## config.mk

```make
export PLATFORM = sky130hd
export DESIGN_NAME = pfu_flat
export DESIGN_NICKNAME = d
export VERILOG_FILES = /design/src/rtl/pfu_if.sv /design/src/rtl/pfu.sv /design/src/flat_wrapper.sv
export SDC_FILE = /design/constraint.sdc
export NUM_CORES = 1
export LEC_CHECK = 0
export CORE_MARGIN = 5
export CORE_UTILIZATION = 45
export DETAILED_ROUTE_END_ITERATION = 16
export PLACE_DENSITY = 0.76
export SETUP_SLACK_MARGIN = 0.5
export SKIP_LAST_GASP = 1
export SLEW_MARGIN = 5
export SYNTH_ARGS = -nofsm -noshare
export SYNTH_HDL_FRONTEND = slang
export SYNTH_SLANG_ARGS = --single-unit
```

## constraint.sdc

```tcl
create_clock -name clk_i -period 6.7 [get_ports clk_i]
set_input_delay 1.34 -clock clk_i [delete_from_list [all_inputs] [get_ports clk_i]]
set_output_delay 1.34 -clock clk_i [all_outputs]
set_load 0.1 [all_outputs]
```

## src/rtl/pfu_if.sv

```systemverilog
//------------------------------------------------------------------------------
// pfu_if
//   Bundle of everything the prefetch unit exchanges with its neighbours. The
//   bundle covers the global clock enable, the execute-stage vector request,
//   the pipelined instruction bus, and the decode-side dav/ack port.
//   Modports:
//     slave  : the prefetch unit itself
//     master : its environment (execute stage, instruction bus, decode)
//   Start-of-fetch codes: `SOFID_RANGE / `SOFID_1ST / `SOFID_RUN.
//   Revision: 1.0 - initial release
//------------------------------------------------------------------------------
`default_nettype none

`ifndef SOFID_RANGE
`define SOFID_RANGE 1:0
`endif
`ifndef SOFID_1ST
`define SOFID_1ST 2'b01
`endif
`ifndef SOFID_RUN
`define SOFID_RUN 2'b00
`endif

interface pfu_if;
  logic                clk_en_i;
  logic                exs_pc_wr_i;
  logic [31:0]         exs_pc_din_i;
  logic                ireqvalid_o;
  logic                ireqready_i;
  logic [31:0]         ireqaddr_o;
  logic                irspvalid_i;
  logic                irsprerr_i;
  logic [31:0]         irspdata_i;
  logic                ids_dav_o;
  logic                ids_ack_i;
  logic [`SOFID_RANGE] ids_sofid_o;
  logic [31:0]         ids_ins_o;
  logic                ids_ferr_o;
  logic [31:0]         ids_pc_o;

  modport slave (
    input  clk_en_i, exs_pc_wr_i, exs_pc_din_i,
    input  ireqready_i, irspvalid_i, irsprerr_i, irspdata_i,
    input  ids_ack_i,
    output ireqvalid_o, ireqaddr_o,
    output ids_dav_o, ids_sofid_o, ids_ins_o, ids_ferr_o, ids_pc_o
  );

  modport master (
    output clk_en_i, exs_pc_wr_i, exs_pc_din_i,
    output ireqready_i, irspvalid_i, irsprerr_i, irspdata_i,
    output ids_ack_i,
    input  ireqvalid_o, ireqaddr_o,
    input  ids_dav_o, ids_sofid_o, ids_ins_o, ids_ferr_o, ids_pc_o
  );
endinterface

`default_nettype wire

```

## src/rtl/pfu.sv

```systemverilog
//------------------------------------------------------------------------------
// pfu
//   Prefetch unit. It issues sequential word fetches on a pipelined
//   instruction bus and buffers the in-order responses (instruction, PC and
//   error flag) in a DEPTH-entry FIFO. The FIFO head is presented to decode
//   through dav/ack. A PC write from execute redirects fetch, flushes the
//   FIFO, and discards responses still in flight. The first instruction
//   after reset or a redirect is tagged `SOFID_1ST.
//   Ports:
//     clk_i    : clock, all state on the rising edge
//     reset_i  : asynchronous active-high reset
//     ifc      : pfu_if.slave (clock enable, vector, bus, decode port)
//   Optional feature: define PFU_FERR_HALT_EN to stop fetching after a bus
//   error until the next vector.
//   Revision: 1.0 - initial release
//------------------------------------------------------------------------------
`default_nettype none

`ifndef SOFID_RANGE
`define SOFID_RANGE 1:0
`endif
`ifndef SOFID_1ST
`define SOFID_1ST 2'b01
`endif
`ifndef SOFID_RUN
`define SOFID_RUN 2'b00
`endif

module pfu #(
  parameter logic [31:0] RESET_ADDR = 32'h0000_0000,
  parameter int unsigned DEPTH      = 4
) (
  input  wire logic clk_i,
  input  wire logic reset_i,
  pfu_if.slave      ifc
);

  localparam int unsigned    AW      = $clog2(DEPTH);
  localparam logic [AW+1:0]  DEPTH_W = (AW+2)'(DEPTH);

  logic [31:0]         req_pc;
  logic [31:0]         rsp_pc;
  logic [AW:0]         outstanding;
  logic [AW:0]         discard_cnt;
  logic [AW:0]         fifo_count;
  logic [AW-1:0]       wr_ptr;
  logic [AW-1:0]       rd_ptr;
  logic                sof_flag;
  logic                halt;

  logic [31:0]         ins_mem  [DEPTH];
  logic [31:0]         pc_mem   [DEPTH];
  logic                ferr_mem [DEPTH];
  logic [`SOFID_RANGE] sof_mem  [DEPTH];

  logic                vec;
  logic [31:0]         vec_pc;
  logic                rsp;
  logic                req_valid;
  logic                req_fire;
  logic                push;
  logic                pop;
  logic [AW+1:0]       credit_sum;
  logic                unused_din_bits;

  assign vec             = ifc.clk_en_i & ifc.exs_pc_wr_i;
  assign vec_pc          = {ifc.exs_pc_din_i[31:2], 2'b00};
  assign unused_din_bits = &{1'b0, ifc.exs_pc_din_i[1:0]};
  assign rsp             = ifc.clk_en_i & ifc.irspvalid_i;

  // Buffered plus in-flight entries never exceed DEPTH, so a push always
  // finds room.
  assign credit_sum = {1'b0, fifo_count} + {1'b0, outstanding};
  assign req_valid  = ifc.clk_en_i & ~ifc.exs_pc_wr_i & ~halt & ~reset_i &
                      (credit_sum < DEPTH_W);
  assign req_fire   = req_valid & ifc.ireqready_i;

  // A vector wins over a same-cycle write or pop.
  assign push = rsp & (discard_cnt == '0) & ~vec;
  assign pop  = ifc.clk_en_i & ifc.ids_ack_i & (fifo_count != '0) & ~vec;

  assign ifc.ireqvalid_o = req_valid;
  assign ifc.ireqaddr_o  = req_pc;
  assign ifc.ids_dav_o   = (fifo_count != '0);
  assign ifc.ids_ins_o   = ins_mem[rd_ptr];
  assign ifc.ids_pc_o    = pc_mem[rd_ptr];
  assign ifc.ids_ferr_o  = ferr_mem[rd_ptr];
  assign ifc.ids_sofid_o = sof_mem[rd_ptr];

  always_ff @(posedge clk_i or posedge reset_i) begin
    if (reset_i) begin
      req_pc   <= RESET_ADDR;
      rsp_pc   <= RESET_ADDR;
      sof_flag <= 1'b1;
    end else if (vec) begin
      req_pc   <= vec_pc;
      rsp_pc   <= vec_pc;
      sof_flag <= 1'b1;
    end else begin
      if (req_fire) req_pc <= req_pc + 32'd4;
      if (push) begin
        rsp_pc   <= rsp_pc + 32'd4;
        sof_flag <= 1'b0;
      end
    end
  end

  // Responses still owed to requests issued before a vector are counted in
  // discard_cnt and dropped; a response landing in the vector cycle itself
  // is already gone, hence the subtraction.
  always_ff @(posedge clk_i or posedge reset_i) begin
    if (reset_i) begin
      outstanding <= '0;
      discard_cnt <= '0;
    end else begin
      outstanding <= outstanding + (AW+1)'(req_fire) - (AW+1)'(rsp);
      if (vec)
        discard_cnt <= outstanding - (AW+1)'(rsp);
      else if (rsp && (discard_cnt != '0))
        discard_cnt <= discard_cnt - (AW+1)'(1);
    end
  end

  always_ff @(posedge clk_i or posedge reset_i) begin
    if (reset_i) begin
      wr_ptr     <= '0;
      rd_ptr     <= '0;
      fifo_count <= '0;
    end else if (vec) begin
      wr_ptr     <= '0;
      rd_ptr     <= '0;
      fifo_count <= '0;
    end else begin
      if (push) wr_ptr <= wr_ptr + AW'(1);
      if (pop)  rd_ptr <= rd_ptr + AW'(1);
      fifo_count <= fifo_count + (AW+1)'(push) - (AW+1)'(pop);
    end
  end

  // Storage carries no reset; its contents are meaningless while empty.
  always_ff @(posedge clk_i) begin
    if (push) begin
      ins_mem[wr_ptr]  <= ifc.irspdata_i;
      pc_mem[wr_ptr]   <= rsp_pc;
      ferr_mem[wr_ptr] <= ifc.irsprerr_i;
      sof_mem[wr_ptr]  <= sof_flag ? `SOFID_1ST : `SOFID_RUN;
    end
  end

`ifdef PFU_FERR_HALT_EN
  // Fetching stops after an erroneous instruction is buffered; responses
  // already in flight still land.
  always_ff @(posedge clk_i or posedge reset_i) begin
    if (reset_i)
      halt <= 1'b0;
    else if (vec)
      halt <= 1'b0;
    else if (push && ifc.irsprerr_i)
      halt <= 1'b1;
  end
`else
  assign halt = 1'b0;
`endif

endmodule

`default_nettype wire
```

## src/flat_wrapper.sv

```systemverilog
// flat-port wrapper written by rule: the top's interface ports become plain ports
module pfu_flat 
#(
  parameter logic [31:0] RESET_ADDR = 32'h0000_0000,
  parameter int unsigned DEPTH      = 4
)
  (clk_i, reset_i, ifc_clk_en_i, ifc_exs_pc_wr_i, ifc_exs_pc_din_i, ifc_ireqready_i, ifc_irspvalid_i, ifc_irsprerr_i, ifc_irspdata_i, ifc_ids_ack_i, ifc_ireqvalid_o, ifc_ireqaddr_o, ifc_ids_dav_o, ifc_ids_sofid_o, ifc_ids_ins_o, ifc_ids_ferr_o, ifc_ids_pc_o);
  pfu_if ifc_i ();
  input  wire logic clk_i;
  input  wire logic reset_i;
  input wire logic [$bits(ifc_i.clk_en_i)-1:0] ifc_clk_en_i;
  input wire logic [$bits(ifc_i.exs_pc_wr_i)-1:0] ifc_exs_pc_wr_i;
  input wire logic [$bits(ifc_i.exs_pc_din_i)-1:0] ifc_exs_pc_din_i;
  input wire logic [$bits(ifc_i.ireqready_i)-1:0] ifc_ireqready_i;
  input wire logic [$bits(ifc_i.irspvalid_i)-1:0] ifc_irspvalid_i;
  input wire logic [$bits(ifc_i.irsprerr_i)-1:0] ifc_irsprerr_i;
  input wire logic [$bits(ifc_i.irspdata_i)-1:0] ifc_irspdata_i;
  input wire logic [$bits(ifc_i.ids_ack_i)-1:0] ifc_ids_ack_i;
  output wire logic [$bits(ifc_i.ireqvalid_o)-1:0] ifc_ireqvalid_o;
  output wire logic [$bits(ifc_i.ireqaddr_o)-1:0] ifc_ireqaddr_o;
  output wire logic [$bits(ifc_i.ids_dav_o)-1:0] ifc_ids_dav_o;
  output wire logic [$bits(ifc_i.ids_sofid_o)-1:0] ifc_ids_sofid_o;
  output wire logic [$bits(ifc_i.ids_ins_o)-1:0] ifc_ids_ins_o;
  output wire logic [$bits(ifc_i.ids_ferr_o)-1:0] ifc_ids_ferr_o;
  output wire logic [$bits(ifc_i.ids_pc_o)-1:0] ifc_ids_pc_o;
  assign ifc_i.clk_en_i = ifc_clk_en_i;
  assign ifc_i.exs_pc_wr_i = ifc_exs_pc_wr_i;
  assign ifc_i.exs_pc_din_i = ifc_exs_pc_din_i;
  assign ifc_i.ireqready_i = ifc_ireqready_i;
  assign ifc_i.irspvalid_i = ifc_irspvalid_i;
  assign ifc_i.irsprerr_i = ifc_irsprerr_i;
  assign ifc_i.irspdata_i = ifc_irspdata_i;
  assign ifc_i.ids_ack_i = ifc_ids_ack_i;
  assign ifc_ireqvalid_o = ifc_i.ireqvalid_o;
  assign ifc_ireqaddr_o = ifc_i.ireqaddr_o;
  assign ifc_ids_dav_o = ifc_i.ids_dav_o;
  assign ifc_ids_sofid_o = ifc_i.ids_sofid_o;
  assign ifc_ids_ins_o = ifc_i.ids_ins_o;
  assign ifc_ids_ferr_o = ifc_i.ids_ferr_o;
  assign ifc_ids_pc_o = ifc_i.ids_pc_o;
  pfu #(.RESET_ADDR(RESET_ADDR), .DEPTH(DEPTH)) u_core (.clk_i(clk_i), .reset_i(reset_i), .ifc(ifc_i));
endmodule
```

# Yosys cells after proc, flatten, opt, wreduce, memory -nomap -nowiden
# Memories as Yosys holds them, arrays and structs flattened.
# Cells that the tools add are included.
[classes]
add_sub_neg = 11
order_cmp = 1
muxes = 16
bitwise_logic = 14
n_reduce_logical = 8
[op_table]
columns = ["operator", "n"]
rows = [
  ["$mux 32", 4],
  ["$add 32x3->32 const B", 2],
  ["$and 1x1->1", 11],
  ["$mux 3", 3],
  ["$sub 3x1->3", 3],
  ["$mux 2", 4],
  ["$reduce_bool 2->1", 4],
  ["$add 3x1->3", 2],
  ["$reduce_bool 3->1", 2],
  ["$mux 1", 5],
  ["$add 2x1->2 const B", 2],
  ["$add 3x3->4", 1],
  ["$lt 4x3->1 const B", 1],
  ["$logic_not 3->1", 1],
  ["$not 1->1", 3],
  ["$sub 3x1->3 const B", 1],
  ["$logic_and 1x1->1", 1],
]
[word_totals]
register_bits = 78
ramBits = 264
in_bits = 72
output_inout_bits = 101
wordCells = 62
memories = 4
[mem_list]
columns = ["memory", "depth", "word_bits", "read_ports", "rd_ports_with_merged_regs", "write_ports", "line_no", "text"]
rows = [
  ["u_core.ins_mem", 4, 32, 1, 0, 1, "pfu.sv:51", "logic [31:0] ins_mem [DEPTH];"],
  ["u_core.pc_mem", 4, 32, 1, 0, 1, "pfu.sv:52", "logic [31:0] pc_mem [DEPTH];"],
  ["u_core.ferr_mem", 4, 1, 1, 0, 1, "pfu.sv:53", "logic ferr_mem [DEPTH];"],
  ["u_core.sof_mem", 4, 1, 1, 0, 1, "pfu.sv:54", "logic [`SOFID_RANGE] sof_mem [DEPTH];"],
]

# Longest topological paths before layout
# Gate-level depths: netlist (run 1).
[logic_depth]
word_depth = 7
mapped_depth = 11
ltp_nobuf = 11

# Worst setup path after synthesis (run 1)
# OpenSTA, ideal clock, no wires.
[synth_timing]
path_type = "input-to-reg"
start = "input ifc_irspvalid_i"
end = "memory u_core.ferr_mem[0] (enable)"
setup_time_ns = 0.429
t_arrival_ns = 3.439
t_required_ns = 6.271
setup_slack_ns = 2.832
path_stages = 4
n_path_buf = 1
path_cell_list = "nand4b_4 -> buf_2 -> nor2_1 -> and2_1"
[synth_between]
elab_chain_cells = 5
[synth_rtl]
columns = ["item", "line_no", "text"]
rows = [
  ["start, declared", "flat_wrapper.sv:15", "input wire logic [$bits(ifc_i.irspvalid_i)-1:0] ifc_irspvalid_i;"],
  ["$and 1x1->1", "pfu.sv:69", "assign rsp = ifc.clk_en_i & ifc.irspvalid_i;"],
  ["$and 1x1->1 (2 in series)", "pfu.sv:79", "assign push = rsp & (discard_cnt == '0) & ~vec;"],
  ["$mux 1", "pfu.sv:142", "if (push) begin"],
  ["$mux 1 (implied by the code)", "pfu.sv:145", "ferr_mem[wr_ptr] <= ifc.irsprerr_i;"],
  ["end, declared", "pfu.sv:53", ""],
]
# Every way passes these cells.

# Worst setup path after layout (run 1)
[layout_timing]
start = "input ifc_clk_en_i"
end = "output ifc_ireqvalid_o"
[layout_between]
elab_chain_cells = 3
[layout_rtl]
columns = ["item", "line_no", "text"]
rows = [
  ["start, declared", "flat_wrapper.sv:11", "input wire logic [$bits(ifc_i.clk_en_i)-1:0] ifc_clk_en_i;"],
  ["$and 1x1->1 (3 in series)", "pfu.sv:74", "assign req_valid = ifc.clk_en_i & ~ifc.exs_pc_wr_i & ~halt & ~reset_i &"],
  ["end, declared", "flat_wrapper.sv:19", "output wire logic [$bits(ifc_i.ireqvalid_o)-1:0] ifc_ireqvalid_o;"],
]
# Every way passes these cells.

==> impl_results.md, run 1 <==
* Drt first pass iters at 4
* Hold Path Class: reg -> reg
* Synth cell types at 47
* Sum of negative setup slack at 0 ps
* Crit path launch: ifc_clk_en_i
* Layout cells sized above 1 at 14.8%
* Vias in the first global route at 7,691
* Crit-path max FO at 8
* Post-synth EDFFs at 256
* Core area at 0.0296 mm^2
* Post-synthesis compound-gate area fraction at 2.80%
* Initial antenna violation count at 0
* Post-route setup slack at 1730 ps
* Routed wire length at 27.4 mm
* DP HPWL at 16.8 mm
* Cells after Synth at 782
* Initial Utilization at 45.7%
* Outcome: completed
* Avg Inst Size Synth at 17.3 um^2
* Final setup violation count at 0
* Routed len/inst at 20.0 um
* LEAKAGE at 0.00554 uW
* Hold path start: u_core.sof_flag
* Worst reg2reg path startpoint: u_core.discard_cnt[0]
* Pin count of the biggest net entering global routing at 75
* Fin crit share at 74.2%
* XOR/XNOR Fraction of Synth Area at 3.88%
* Crit path DAT at 3630 ps
* Die X at 183 um
* Ports at 173
* First-pass GRT wire length at 43.3 mm
* Worst ir drop on vdd at 0.217 mV
* Simple-gate portion of the synthesized area at 8.00%
* Most common cell after layout, fill and taps aside: edfxtp_1
* Remaining DRCs at 0
* Max cap viols at 0
* Post-synthesis mux area share at 10.7%
* RSZ-0062 raised after global routing: no
* Area delta synth->final at 23.0%
* Worst Tran Pin Value at 1120 ps
* Cell area after synthesis at 0.0135 mm^2
* Fin. Hold Viols at 0
* CTS Sinks at 330
* Antenna violation net count after detailed routing at 0
* Synth Register Bits at 330
* Post-CTS sizing at 0
* Ant. Diodes at 0
* Max-slew violations at 0
* Dpl ws at 1750 ps
* CTS root buf: clkbuf_16
* Post-synthesis sequential area ratio at 70.5%
* Worst-path clk slew at 50 ps
* Routability Congestion at 0.760
* Initial DRC Count at 501
* Clock latency on the worst-skew pair at 500 ps
* CTS buffer count at 36
* GRT overflow at 0
* Fraction of registers with async set/reset at 22.4%
* Port bufs at 165
* Hold buffers post-CTS at 0
* Crit path kind: in -> out
* CTS tree: yes
* Ys Warns at 0
* Core Rows at 63
* H-tree depth at 2
* Via density at 5.41
* Most frequent cells in the layout: 256 x edfxtp_1, 165 x clkdlybuf4s50_1, 71 x dfrtp_1
* Setup crit end kind: primary output
* Vias at 7,399
* Deepest clock path buffer count at 3
* Critical Path RT at 5360 ps
* Clock skew at 19.8 ps
* Placed inst area at 0.0155 mm^2
* Adder-cell share of the synthesized area at 1.78%
* Fmax at 0.201 GHz
* Final min period at 4970 ps
* Pwr/cell area at 423 mW/mm^2
* GR Util All Layers at 16.3%
* Post-CTS Setup Bufs at 0
* Main combinational cell family by area after synthesis: multiplexers
* Die Ht at 183 um
* Die ar. at 0.0336 mm^2
* Final instance area at 0.0166 mm^2
* Main synth FF type: edfxtp_1
* Slew HR at 25.4%
* Final nets at 1,043
* Worst setup SP type: input port
==> per-layer routing <==
metal  GRT usage, %  vias to the layer above  wire [um]
li1               -                     3367          -
met1           24.2                     3729      12400
met2           25.4                      267      12700
met3           3.37                       36       1770
met4           3.58                        0        449
met5              0                        -          0
==> state kept, by name, indices dropped and copies added, names as in the netlist <==
register,cells
u_core.ins_mem,128
u_core.pc_mem,120
u_core.ifc.ireqaddr_o,30
u_core.rsp_pc,30
u_core.ferr_mem,4
u_core.sof_mem,4
u_core.discard_cnt,3
u_core.fifo_count,3
u_core.outstanding,3
u_core.rd_ptr,2
u_core.wr_ptr,2
u_core.sof_flag,1
==> critical path, cell delays in order <==
cell,delay (ps)
clkdlybuf4s50_1,670
and2b_1,290
and3_1,190
clkdlybuf4s50_1,1140
==> kinds of logic (layout without fill, tap and decap cells) <==
group / Yosys count / count (layout)
other cells: 1 / 5
mux: 65 / 65
buf+inv: 65 / 257
compound gates: 70 / 70
flops: 330 / 330
fa+ha+maj: 18 / 18
xor+xnor: 60 / 60
simple gates: 173 / 173
==> synthesized netlist by cell type, types with 2 or more instances <==
cell type	count	area (um^2)
and3_1	12	75.1
nand2_1	20	75.1
a21oi_1	53	265
or3_1	4	25.0
o21ai_0	6	30.0
nor4_1	4	25.0
buf_6	3	33.8
ha_1	16	200
buf_2	9	45.0
and4_1	11	96.3
buf_4	8	60.1
buf_1	2	7.51
edfxtp_1	256	7690
nand4_4	2	42.5
fa_1	2	40.0
nand4_1	18	113
xor2_1	25	219
inv_1	23	86.3
clkbuf_1	19	71.3
nor4_4	3	63.8
nor4b_1	2	17.5
nor3_1	10	50.1
nand3_1	23	115
a211oi_1	2	15.0
nor4_2	9	113
dfrtp_1	73	1830
a31oi_1	3	18.8
xnor2_1	35	307
and2_1	7	43.8
mux4_2	64	1440
nor2_1	42	158
==> report_power, final <==
part | switching, uW | total [uW] | internal (uW) | leakage, uW
Sequential | 208 | 2550 | 2340 | 0.00312
Clock | 749 | 1860 | 1110 | 0.000541
Combinational | 1880 | 2630 | 750 | 0.00188
==> path summary, 6_finish.rpt <==
kind	endpoint	slack (ps)	cells past startpoint
worst max-delay path	ifc_ireqvalid_o	1730	4
worst min-delay path	u_core.sof_flag	500	2
worst max register to register	u_core.pc_mem[1][25]	3970	5
worst min register to register	u_core.sof_flag	500	2
max in group asynchronous	u_core.rd_ptr[0]	4480	3
min in group asynchronous	u_core.outstanding[0]	1510	3
==> final cells by class <==
class / instances / area (um^2)
well taps: 390 / 488
repair buffers: 170 / 1690
flip-flops and latches: 330 / 9550
fillers: 2359 / 13000
clock buffers: 47 / 983
multi-input cells: 391 / 3710
clock inverters: 16 / 133
inverters: 24 / 90.1
==> through the flow <==
stage	util, %	hold slack (ps)	instances	power [uW]
6_report	56.1	500	1368	7030
5_1_grt	56.1	528	1368	7310
2_1_floorplan	-	454	786	4630
3_3_place_gp	52.4	477	1305	5220
3_5_place_dp	52.4	492	1305	5240
4_1_cts	56.1	505	1368	7110
Power figures use the tool's default switching activity.
==> inputs of run 2 (changes only) <==
==> constraint.sdc (replaced) <==
create_clock -name clk_i -period 4.8 [get_ports clk_i]
set_input_delay 0.96 -clock clk_i [delete_from_list [all_inputs] [get_ports clk_i]]
set_output_delay 0.96 -clock clk_i [all_outputs]
set_load 0.1 [all_outputs]
==> impl_results.md, run 2 (synthesis results as in run 1) <==
* Clock latency on the worst-skew pair at 520 ps
* Remaining DRCs at 0
* Vias in the first global route at 7,860
* Fin. Hold Viols at 0
* Post-CTS Setup Bufs at 0
* CTS tree: yes
* Worst-path clk slew at 60 ps
* Placed inst area at 0.0156 mm^2
* H-tree depth at 2
* Final nets at 1,050
* Slew HR at 25.8%
* Dpl cells at 1,313
* Clock skew at 25.3 ps
* Initial DRC Count at 477
* Vias at 7,412
* Max reg flops at 128
* Most frequent cells in the layout: 256 x edfxtp_1, 147 x clkdlybuf4s50_1, 71 x dfrtp_1
* Pin count of the biggest net entering global routing at 62
* Initial antenna violation count at 0
* Die ar. at 0.0336 mm^2
* Outcome: completed
* Die X at 183 um
* GR Util All Layers at 16.6%
* GRT overflow at 0
* Fin crit share at 86.2%
* Routed len/inst at 20.1 um
* Routed wire length at 27.7 mm
* Worst setup SP type: flop
* Post-route insts no fill at 1,377
* Initial Utilization at 45.7%
* Crit path kind: reg -> out
* CTS buffer count at 35
* CTS Sinks at 330
* Worst ir drop on vdd at 0.269 mV
* Setup crit end kind: primary output
* Layout cells sized above 1 at 16.7%
* Worst hold margin at 511 ps
* LEAKAGE at 0.00567 uW
* Final min period at 4140 ps
* Ant. Diodes at 0
* Final setup violation count at 0
* Routability Congestion at 0.762
* Via density at 5.38
* FF+latch area at 0.00955 mm^2
* Die Ht at 183 um
* Drt first pass iters at 5
* Worst Tran Pin Value at 1110 ps
* Area of the multi-input gates at 0.00371 mm^2
* Hold Path Class: reg -> reg
* Crit-path max FO at 23
* Core area at 0.0296 mm^2
* Ports at 173
* Deepest clock path buffer count at 3
* Final instance area at 0.0167 mm^2
* Largest regs: u_core.ins_mem x128, u_core.pc_mem x120
* Area delta synth->final at 23.7%
* Port bufs at 165
* RSZ-0062 raised after global routing: no
* Crit path DAT at 3180 ps
* Reg with most FFs: u_core.ins_mem
* Finished Core Util at 56.5%
* Sum of negative setup slack at 0 ps
* Antenna violation net count after detailed routing at 0
* Core Rows at 63
* Critical Path RT at 3840 ps
* Max cap viols at 0
* First-pass GRT wire length at 44.1 mm
* Pwr/cell area at 586 mW/mm^2
* Fillers at 2,304
* Max-slew violations at 0
* DP HPWL at 18.1 mm
* Most common cell after layout, fill and taps aside: edfxtp_1
* CTS root buf: clkbuf_16
* Fmax at 0.242 GHz
run 2: routing by layer:
metal,GRT usage [%],part of all wire (%)
met1,24.1,45
met2,25.9,47
met3,3.63,6.7
met4,3.90,1.8
met5,0,0
run 2: where the power goes:
part           internal, uW  switching (uW)
logic                  1060            2670
registers              3270             255
clock network          1520            1050
run 2: final timing paths:
path	startpoint	endpoint	cells after the start	slack, ps
max	u_core.rd_ptr[0]	ifc_ids_ins_o[10]	3	660
min in group asynchronous	reset_i	u_core.outstanding[1]	2	1130
min	u_core.sof_flag	u_core.sof_flag	2	510
min reg2reg	u_core.sof_flag	u_core.sof_flag	2	510
max in group asynchronous	reset_i	u_core.rsp_pc[21]	3	2800
max reg2reg	u_core.fifo_count[1]	u_core.outstanding[2]	8	2150
run 2: what timing repair did:
item	4_1_cts	5_1_grt
hold buffers	0	0
gates resized for setup	0	7
endpoints found under the setup margin	0	7
run 2: per-stage QoR:
stage | total power (uW) | worst slack [ps]
after floorplan | 6470 | 1310
after CTS | 9930 | 543
after global placement | 7310 | 1130
after detailed placement | 7350 | 1090
after global routing | 10200 | 503
final | 9820 | 661
run 2: critical path, cell delays in order, from the launching register on:
cell             delay, ps
dfrtp_4                740
buf_4                  370
mux4_2                 550
clkdlybuf4s50_1        980
run 2: cell type report:
class | instances | share of cell area [%]
sequential | 330 | 57.0
multi-input combinational | 391 | 22.2
timing repair buffer | 178 | 10.8
clock buffer | 45 | 5.46
tap | 390 | 2.91
clock inverter | 19 | 1.08
inverter | 24 | 0.538
